`config.mk`:
```
export PLATFORM = sky130hd
export DESIGN_NAME = trace_commit_buffer_flat
export DESIGN_NICKNAME = d
export VERILOG_FILES = /design/src/rtl/trace_commit_buffer_if.sv /design/src/rtl/trace_commit_buffer.sv /design/src/flat_wrapper.sv
export SDC_FILE = /design/constraint.sdc
export NUM_CORES = 1
export LEC_CHECK = 0
export BUFFER_PORTS_ARGS = -buffer_cell sky130_fd_sc_hd__buf_2
export CAP_MARGIN = 30
export CORE_MARGIN = 4
export CORE_UTILIZATION = 30
export CTS_BUF_LIST = sky130_fd_sc_hd__clkbuf_2 sky130_fd_sc_hd__clkbuf_4 sky130_fd_sc_hd__clkbuf_8
export CTS_CLUSTER_DIAMETER = 40
export DETAILED_ROUTE_END_ITERATION = 12
export PLACE_DENSITY = 0.48
export SETUP_SLACK_MARGIN = 0.02
export SKIP_CTS_REPAIR_TIMING = 1
export SYNTH_ARGS = -nofsm -noshare
export SYNTH_HDL_FRONTEND = slang
export SYNTH_SLANG_ARGS = --single-unit
```
`constraint.sdc`:
```
create_clock -name cpu_clk -period 6.8 [get_ports cpu_clk]
set_clock_uncertainty 0.15 [all_clocks]
set_input_delay 0 -clock cpu_clk [delete_from_list [all_inputs] [get_ports cpu_clk]]
set_output_delay 0 -clock cpu_clk [all_outputs]
set_load 0.005 [all_outputs]
```
`src/rtl/trace_commit_buffer_if.sv`:
```
`default_nettype none
// ============================================================================
//  Module   : trace_commit_buffer_if
//  Purpose  : Bundles the commit-side record inputs, the debug_wb_* trace
//             outputs and the status/accounting outputs of the trace commit
//             buffer into one interface.
//  Modports : slave  - the buffer itself (takes commit records, drives trace)
//             master - the environment (core commit stage + trace consumer)
//  Signals  : in_valid/in_pc/in_wb_ena/in_wb_reg/in_wb_value  commit records
//             in_stall                                        commit hold
//             out_ready + debug_wb_*                          trace handshake
//             count/overflow/drop_cnt                         status
//  Revision : 1.0 - initial release
// ============================================================================
interface trace_commit_buffer_if #(
    parameter int CHANNELS = 2,
    parameter int DEPTH    = 8,
    parameter int PC_W     = 32,
    parameter int DATA_W   = 32
);
    localparam int C_CNT_W = $clog2(DEPTH) + 1;

    // Commit side
    logic [CHANNELS-1:0]        in_valid;
    logic [CHANNELS*PC_W-1:0]   in_pc;
    logic [CHANNELS-1:0]        in_wb_ena;
    logic [CHANNELS*5-1:0]      in_wb_reg;
    logic [CHANNELS*DATA_W-1:0] in_wb_value;
    logic                       in_stall;

    // Trace side
    logic                       out_ready;
    logic                       debug_wb_have_inst;
    logic [PC_W-1:0]            debug_wb_pc;
    logic                       debug_wb_ena;
    logic [4:0]                 debug_wb_reg;
    logic [DATA_W-1:0]          debug_wb_value;

    // Status
    logic [C_CNT_W-1:0]         count;
    logic                       overflow;
    logic [15:0]                drop_cnt;

    modport slave (
        input  in_valid, in_pc, in_wb_ena, in_wb_reg, in_wb_value, out_ready,
        output in_stall, debug_wb_have_inst, debug_wb_pc, debug_wb_ena,
               debug_wb_reg, debug_wb_value, count, overflow, drop_cnt
    );

    modport master (
        output in_valid, in_pc, in_wb_ena, in_wb_reg, in_wb_value, out_ready,
        input  in_stall, debug_wb_have_inst, debug_wb_pc, debug_wb_ena,
               debug_wb_reg, debug_wb_value, count, overflow, drop_cnt
    );
endinterface
`default_nettype wire

```
`src/rtl/trace_commit_buffer.sv`:
```
`default_nettype none
// ============================================================================
//  Module   : trace_commit_buffer
//  Purpose  : Queues up to CHANNELS retired-instruction records per cycle in a
//             DEPTH-entry circular buffer and replays them one per cycle, in
//             program order, on the debug_wb_* trace interface (first-word
//             fall-through, valid/ready). Stalls the core when space for a
//             full commit group cannot be guaranteed and counts any records
//             that arrive while stalled.
//  Ports    : cpu_clk  - single rising-edge clock
//             cpu_rst  - asynchronous active-high reset
//             bus      - trace_commit_buffer_if.slave (commit inputs, trace
//                        outputs, count/overflow/drop_cnt status)
//  Revision : 1.0 - initial release
// ============================================================================
module trace_commit_buffer #(
    parameter int CHANNELS  = 2,
    parameter int DEPTH     = 8,
    parameter int PC_W      = 32,
    parameter int DATA_W    = 32,
    parameter int FILTER_X0 = 1
) (
    input  wire logic             cpu_clk,
    input  wire logic             cpu_rst,
    trace_commit_buffer_if.slave  bus
);

    localparam int C_PTR_W = $clog2(DEPTH);
    localparam int C_CNT_W = C_PTR_W + 1;

    // ------------------------------------------------------------------
    // Storage (never reset: stale contents are unreachable once the
    // pointers and count are cleared)
    // ------------------------------------------------------------------
    logic [PC_W-1:0]    r_mem_pc    [DEPTH];
    logic [DEPTH-1:0]   r_mem_ena;
    logic [4:0]         r_mem_reg   [DEPTH];
    logic [DATA_W-1:0]  r_mem_value [DEPTH];

    // ------------------------------------------------------------------
    // Control state
    // ------------------------------------------------------------------
    logic [C_PTR_W-1:0] r_wr_ptr;
    logic [C_PTR_W-1:0] r_rd_ptr;
    logic [C_CNT_W-1:0] r_count;
    logic               r_overflow;
    logic [15:0]        r_drop_cnt;

    // ------------------------------------------------------------------
    // Combinational helpers
    // ------------------------------------------------------------------
    logic [C_CNT_W-1:0] w_push_num;                // popcount(in_valid)
    logic [C_PTR_W-1:0] w_slot_ofs  [CHANNELS];    // compacted slot offset
    logic [C_PTR_W-1:0] w_slot_addr [CHANNELS];
    logic [CHANNELS-1:0] w_store_ena;
    logic [C_CNT_W-1:0] w_free;
    logic               w_stall;
    logic               w_push_en;
    logic               w_pop;
    logic               w_have;
    logic [C_CNT_W-1:0] w_pushed;
    logic [C_CNT_W-1:0] w_count_next;
    logic [16:0]        w_drop_sum;

    // Each valid channel lands at wr_ptr + (number of valid channels below
    // it), so gaps in in_valid never leave holes in the buffer. The address
    // add wraps naturally, which handles a group straddling DEPTH-1 -> 0.
    always_comb begin
        w_push_num = '0;
        for (int i = 0; i < CHANNELS; i++) begin
            w_slot_ofs[i]  = w_push_num[C_PTR_W-1:0];
            w_slot_addr[i] = r_wr_ptr + w_push_num[C_PTR_W-1:0];
            w_push_num     = w_push_num + C_CNT_W'(bus.in_valid[i]);
        end
    end

    // x0 writes are architecturally invisible; optionally suppress their
    // enable so the trace consumer does not report a write to x0.
    generate
        if (FILTER_X0 != 0) begin : g_filter_x0
            always_comb begin
                w_store_ena = '0;
                for (int i = 0; i < CHANNELS; i++) begin
                    w_store_ena[i] = bus.in_wb_ena[i] &
                                     (bus.in_wb_reg[i*5 +: 5] != 5'd0);
                end
            end
        end else begin : g_no_filter
            assign w_store_ena = bus.in_wb_ena;
        end
    endgenerate

    // Stall looks only at registered occupancy: a same-cycle pop is not
    // credited, which keeps in_stall free of any path from out_ready.
    assign w_free    = C_CNT_W'(DEPTH) - r_count;
    assign w_stall   = w_free < C_CNT_W'(CHANNELS);
    assign w_push_en = ~w_stall;
    assign w_have    = (r_count != '0);
    assign w_pop     = w_have & bus.out_ready;

    assign w_pushed     = w_push_en ? w_push_num : '0;
    assign w_count_next = r_count + w_pushed - C_CNT_W'(w_pop);
    assign w_drop_sum   = {1'b0, r_drop_cnt} + 17'(w_push_num);

    // ------------------------------------------------------------------
    // Record storage write
    // ------------------------------------------------------------------
    always_ff @(posedge cpu_clk) begin
        if (w_push_en) begin
            for (int i = 0; i < CHANNELS; i++) begin
                if (bus.in_valid[i]) begin
                    r_mem_pc[w_slot_addr[i]]    <= bus.in_pc[i*PC_W +: PC_W];
                    r_mem_ena[w_slot_addr[i]]   <= w_store_ena[i];
                    r_mem_reg[w_slot_addr[i]]   <= bus.in_wb_reg[i*5 +: 5];
                    r_mem_value[w_slot_addr[i]] <= bus.in_wb_value[i*DATA_W +: DATA_W];
                end
            end
        end
    end

    // ------------------------------------------------------------------
    // Pointers, occupancy and drop accounting
    // ------------------------------------------------------------------
    always_ff @(posedge cpu_clk or posedge cpu_rst) begin
        if (cpu_rst) begin
            r_wr_ptr   <= '0;
            r_rd_ptr   <= '0;
            r_count    <= '0;
            r_overflow <= 1'b0;
            r_drop_cnt <= '0;
        end else begin
            if (w_push_en) begin
                // push_num <= CHANNELS < DEPTH, so the truncation is exact
                r_wr_ptr <= r_wr_ptr + w_push_num[C_PTR_W-1:0];
            end
            if (w_pop) begin
                r_rd_ptr <= r_rd_ptr + 1'b1;
            end
            r_count <= w_count_next;
            // A stalled cycle with no valid channel loses nothing.
            if (w_stall && (w_push_num != '0)) begin
                r_overflow <= 1'b1;
                r_drop_cnt <= w_drop_sum[16] ? 16'hFFFF : w_drop_sum[15:0];
            end
        end
    end

    // ------------------------------------------------------------------
    // First-word fall-through head; zeros whenever empty (including the
    // instant reset asserts, since count clears asynchronously)
    // ------------------------------------------------------------------
    always_comb begin
        bus.debug_wb_have_inst = w_have;
        bus.debug_wb_pc        = '0;
        bus.debug_wb_ena       = 1'b0;
        bus.debug_wb_reg       = '0;
        bus.debug_wb_value     = '0;
        if (w_have) begin
            bus.debug_wb_pc    = r_mem_pc[r_rd_ptr];
            bus.debug_wb_ena   = r_mem_ena[r_rd_ptr];
            bus.debug_wb_reg   = r_mem_reg[r_rd_ptr];
            bus.debug_wb_value = r_mem_value[r_rd_ptr];
        end
    end

    assign bus.in_stall = w_stall;
    assign bus.count    = r_count;
    assign bus.overflow = r_overflow;
    assign bus.drop_cnt = r_drop_cnt;

endmodule
`default_nettype wire

```
`src/flat_wrapper.sv`:
```
// flat-port wrapper written by rule: the top's interface ports become plain ports
module trace_commit_buffer_flat 
#(
    parameter int CHANNELS  = 2,
    parameter int DEPTH     = 8,
    parameter int PC_W      = 32,
    parameter int DATA_W    = 32,
    parameter int FILTER_X0 = 1
)
  (cpu_clk, cpu_rst, bus_in_valid, bus_in_pc, bus_in_wb_ena, bus_in_wb_reg, bus_in_wb_value, bus_out_ready, bus_in_stall, bus_debug_wb_have_inst, bus_debug_wb_pc, bus_debug_wb_ena, bus_debug_wb_reg, bus_debug_wb_value, bus_count, bus_overflow, bus_drop_cnt);
  trace_commit_buffer_if #(.CHANNELS(CHANNELS), .DEPTH(DEPTH), .PC_W(PC_W), .DATA_W(DATA_W)) bus_i ();
  input  wire logic cpu_clk;
  input  wire logic cpu_rst;
  input wire logic [$bits(bus_i.in_valid)-1:0] bus_in_valid;
  input wire logic [$bits(bus_i.in_pc)-1:0] bus_in_pc;
  input wire logic [$bits(bus_i.in_wb_ena)-1:0] bus_in_wb_ena;
  input wire logic [$bits(bus_i.in_wb_reg)-1:0] bus_in_wb_reg;
  input wire logic [$bits(bus_i.in_wb_value)-1:0] bus_in_wb_value;
  input wire logic [$bits(bus_i.out_ready)-1:0] bus_out_ready;
  output wire logic [$bits(bus_i.in_stall)-1:0] bus_in_stall;
  output wire logic [$bits(bus_i.debug_wb_have_inst)-1:0] bus_debug_wb_have_inst;
  output wire logic [$bits(bus_i.debug_wb_pc)-1:0] bus_debug_wb_pc;
  output wire logic [$bits(bus_i.debug_wb_ena)-1:0] bus_debug_wb_ena;
  output wire logic [$bits(bus_i.debug_wb_reg)-1:0] bus_debug_wb_reg;
  output wire logic [$bits(bus_i.debug_wb_value)-1:0] bus_debug_wb_value;
  output wire logic [$bits(bus_i.count)-1:0] bus_count;
  output wire logic [$bits(bus_i.overflow)-1:0] bus_overflow;
  output wire logic [$bits(bus_i.drop_cnt)-1:0] bus_drop_cnt;
  assign bus_i.in_valid = bus_in_valid;
  assign bus_i.in_pc = bus_in_pc;
  assign bus_i.in_wb_ena = bus_in_wb_ena;
  assign bus_i.in_wb_reg = bus_in_wb_reg;
  assign bus_i.in_wb_value = bus_in_wb_value;
  assign bus_i.out_ready = bus_out_ready;
  assign bus_in_stall = bus_i.in_stall;
  assign bus_debug_wb_have_inst = bus_i.debug_wb_have_inst;
  assign bus_debug_wb_pc = bus_i.debug_wb_pc;
  assign bus_debug_wb_ena = bus_i.debug_wb_ena;
  assign bus_debug_wb_reg = bus_i.debug_wb_reg;
  assign bus_debug_wb_value = bus_i.debug_wb_value;
  assign bus_count = bus_i.count;
  assign bus_overflow = bus_i.overflow;
  assign bus_drop_cnt = bus_i.drop_cnt;
  trace_commit_buffer #(.CHANNELS(CHANNELS), .DEPTH(DEPTH), .PC_W(PC_W), .DATA_W(DATA_W), .FILTER_X0(FILTER_X0)) u_core (.cpu_clk(cpu_clk), .cpu_rst(cpu_rst), .bus(bus_i));
endmodule
```
==> metrics.txt <==
first-iteration detailed-routing DRC count=around 1000; Die Height=roughly 320 um; fraction of synthesis flops using an asynchronous set or reset pin=approximately 4.6%; PnR Total Power=16.34 mW; overall die width=roughly 320 um; aggregate routed wire length=roughly 90000 um; final net count=about 2400; hold crit path type=in -> reg; I/O pin total=238; fraction of the mapped netlist area in simple logic gates=under 10%; data arrival time at the worst-slack endpoint=4.75 ns; count of cell types in the netlist=52; number of buffers created by CTS=119; number of instances in the synthesized netlist=about 1700; adder-cell share of the synthesized area=less than 1%; startpoint of the lowest-slack hold path=bus_in_pc[45]; input/output buffers=about 240; syn avg cell area=~17 um^2; clk sinks=587; shortest period the worst path allows=4.391 ns; xor/xnor cell area share of the yosys netlist=less than 1%; wire length of the first global-routing pass=~130000 um; maximum clock frequency=between 200 and 250 MHz; synthesized net count=~1900; worst-margin pin slew=1.015 ns; Avg Vias per Cell=between 4 and 5; maximum fanout count along the critical path=38; hold slack=roughly 0.05 ns; first-pass iteration count of the detailed router=5; Max clock buf depth=3; max-capacitance violation count=0; row count=115; latest clock arrival within the worst-skew pair=0.75 ns; area added between synthesis and finish=25.48%; vias=17892; number of global-route vias before repair=between 15000 and 20000; post-synthesis mux area share=34.51%; startpoint type of the worst setup path=register; unrepaired setup endpoints after global routing=no; Core Area=just under 0.1 mm^2; GRT overflow=0; top_reg_cell synth=edfxtp_1; Slew headroom=between 30% and 40%; Setup-failing EPs final=0; Post-Syn Area=0.02989 mm^2; aggregate global-route resource usage=16.81%; fraction of layout instances using a drive strength above 1=between 40% and 50%; Inst Count DP=3191; run status=complete, no violations; GP Congestion=between 0.7 and 0.8; launch point of the critical path=u_core.r_wr_ptr[0]; reg-to-reg critical path startpoint=u_core.r_wr_ptr[0]; starting density of the core=30.32%; clock-pin slew on the worst setup and hold paths=~0.070 ns; total negative slack=0 ns; kind of end point of the critical path=register; number of max-slew violations in the final report=0; required time reported for the critical path endpoint=slightly above 7 ns; share of the yosys chip area belonging to registers=about 60%; Detailed Place HPWL=roughly 53000 um; initial antenna violation count=12; compound-gate portion of the synthesized area=less than 1%; pwr dens=435.7 mW/mm^2; ratio of final minimum period to clock period=between 60 and 70%; routed wirelength normalized by instance count=between 20 and 25 um; die area=approximately 0.10 mm^2; total of warnings raised by yosys=0; VDD IR-drop max=about 220 uV; level count of the clock H-tree=3; clock tree from TritonCTS=done; final-report hold violation count=0; leakage=13.46 nW; non-filler instance count after layout=3638; number of flops mapped to enable cells by yosys=560; Worst Setup Path Type=reg -> reg; Seq cells post-synth=between 500 and 600; Clock Tree Root=clkbuf_8; largest family of logic cells by synthesized area=multiplexers; antenna-violating nets left=0; maximum number of pins on one net before global-route repair=approximately 60; final routed DRC violation total=0
-- logic make-up after synthesis --
family	count (synthesis)
buffers and inverters	141
AND/OR/NAND/NOR	171
flip-flops	587
adder cells (fa/ha/maj)	18
XOR/XNOR	7
multiplexers	782
AO/OA/AOI/OAI	37
-- cell usage after synthesis (8+ instances only) --
cell / n / share of area, %
inv_1: 24 / 0.30
mux2_2: 494 / 19
clkbuf_1: 33 / 0.41
mux4_2: 140 / 11
mux2_1: 52 / 2.0
nand2_1: 26 / 0.33
a21oi_1: 15 / 0.25
nand3_1: 21 / 0.35
ha_1: 15 / 0.63
dfrtp_1: 27 / 2.3
buf_6: 8 / 0.30
nor2_1: 80 / 1.0
buf_2: 53 / 0.89
buf_1: 18 / 0.23
mux2i_1: 86 / 2.9
mux2_4: 10 / 0.50
edfxtp_1: 560 / 56
-- layout make-up --
cell class | instances | area (um^2)
Fill cell | 9231 | 61060
Sequential cell | 587 | 17500
Multi-Input combinational cell | 1015 | 11870
Timing Repair Buffer | 495 | 3856
Clock buffer | 163 | 1974
Tap cell | 1287 | 1610
Clock inverter | 56 | 569.3
Inverter | 25 | 93.84
Antenna cell | 10 | 25.02
-- cell usage in the layout, fill, tap and decap left out, types with 4 or more instances in the layout --
cell type      count
edfxtp_1         560
mux2_2           494
buf_2            237
dlygate4sd3_1    218
mux4_2           140
clkbuf_8         120
mux2i_1           86
nor2_1            80
mux2_1            52
clkbuf_4          43
buf_4             28
nand2_1           26
inv_1             24
dfrtp_1           24
clkinv_1          23
nand3_1           20
ha_1              15
bufinv_16         11
diode_2           10
mux2_4            10
clkinv_2          10
a21oi_4            8
clkinvlp_4         8
a21oi_1            7
buf_12             7
nand4_1            6
or4_1              6
nand3_4            6
buf_16             5
o21ai_0            4
o31ai_1            4
nor3_1             4
nor4_1             4
o41ai_1            4
-- power by group --
| group | switching, mW | leakage [nW] | internal [mW] |
|---|---|---|---|
| Combinational | 3.49 | 6.68 | 2.94 |
| Sequential | 0.520 | 5.46 | 5.47 |
| Clock | 1.63 | 1.31 | 2.30 |
-- per-stage QoR --
step / setup slack [ns] / utilization, % / instance area [um^2]
2_1_floorplan: 1.123 / - / 29890
3_3_place_gp: 2.562 / 33.07 / 32590
3_5_place_dp: 2.481 / 33.23 / 32750
4_1_cts: 2.470 / 35.81 / 35300
5_1_grt: 2.184 / 38.05 / 37500
6_report: 2.409 / 38.05 / 37500
-- worst max-delay path, cell delays in order (launching register included) --
cell and delay (ns):
dfrtp_1 0.46, ha_1 0.22, ha_1 0.33, nor3_1 0.70
nand3_4 0.76, buf_4 0.61, mux2_2 0.35, dlygate4sd3_1 0.55
-- worst paths after layout --
path                                            end  slack, ns  cells after the start
max                        u_core.r_mem_value[0][6]       2.41                      7
min                          u_core.r_mem_pc[0][13]       0.05                      3
max reg2reg                u_core.r_mem_value[0][6]       2.41                      7
min reg2reg                     u_core.bus.overflow       0.31                      1
max in group asynchronous    u_core.bus.drop_cnt[6]       5.90                      5
min in group asynchronous       u_core.bus.count[0]       0.16                      4
-- routing by layer --
| metal | wire (um) | up-vias | GRT usage [%] |
|---|---|---|---|
| li1 | - | 8058 | - |
| met3 | 3808 | 119 | 3.612 |
| met4 | 1687 | 2 | 4.754 |
| met2 | 47170 | 384 | 30.14 |
| met1 | 37060 | 9329 | 20.41 |
| met5 | 13 | - | 0 |
(Power assumes the default switching activity.)
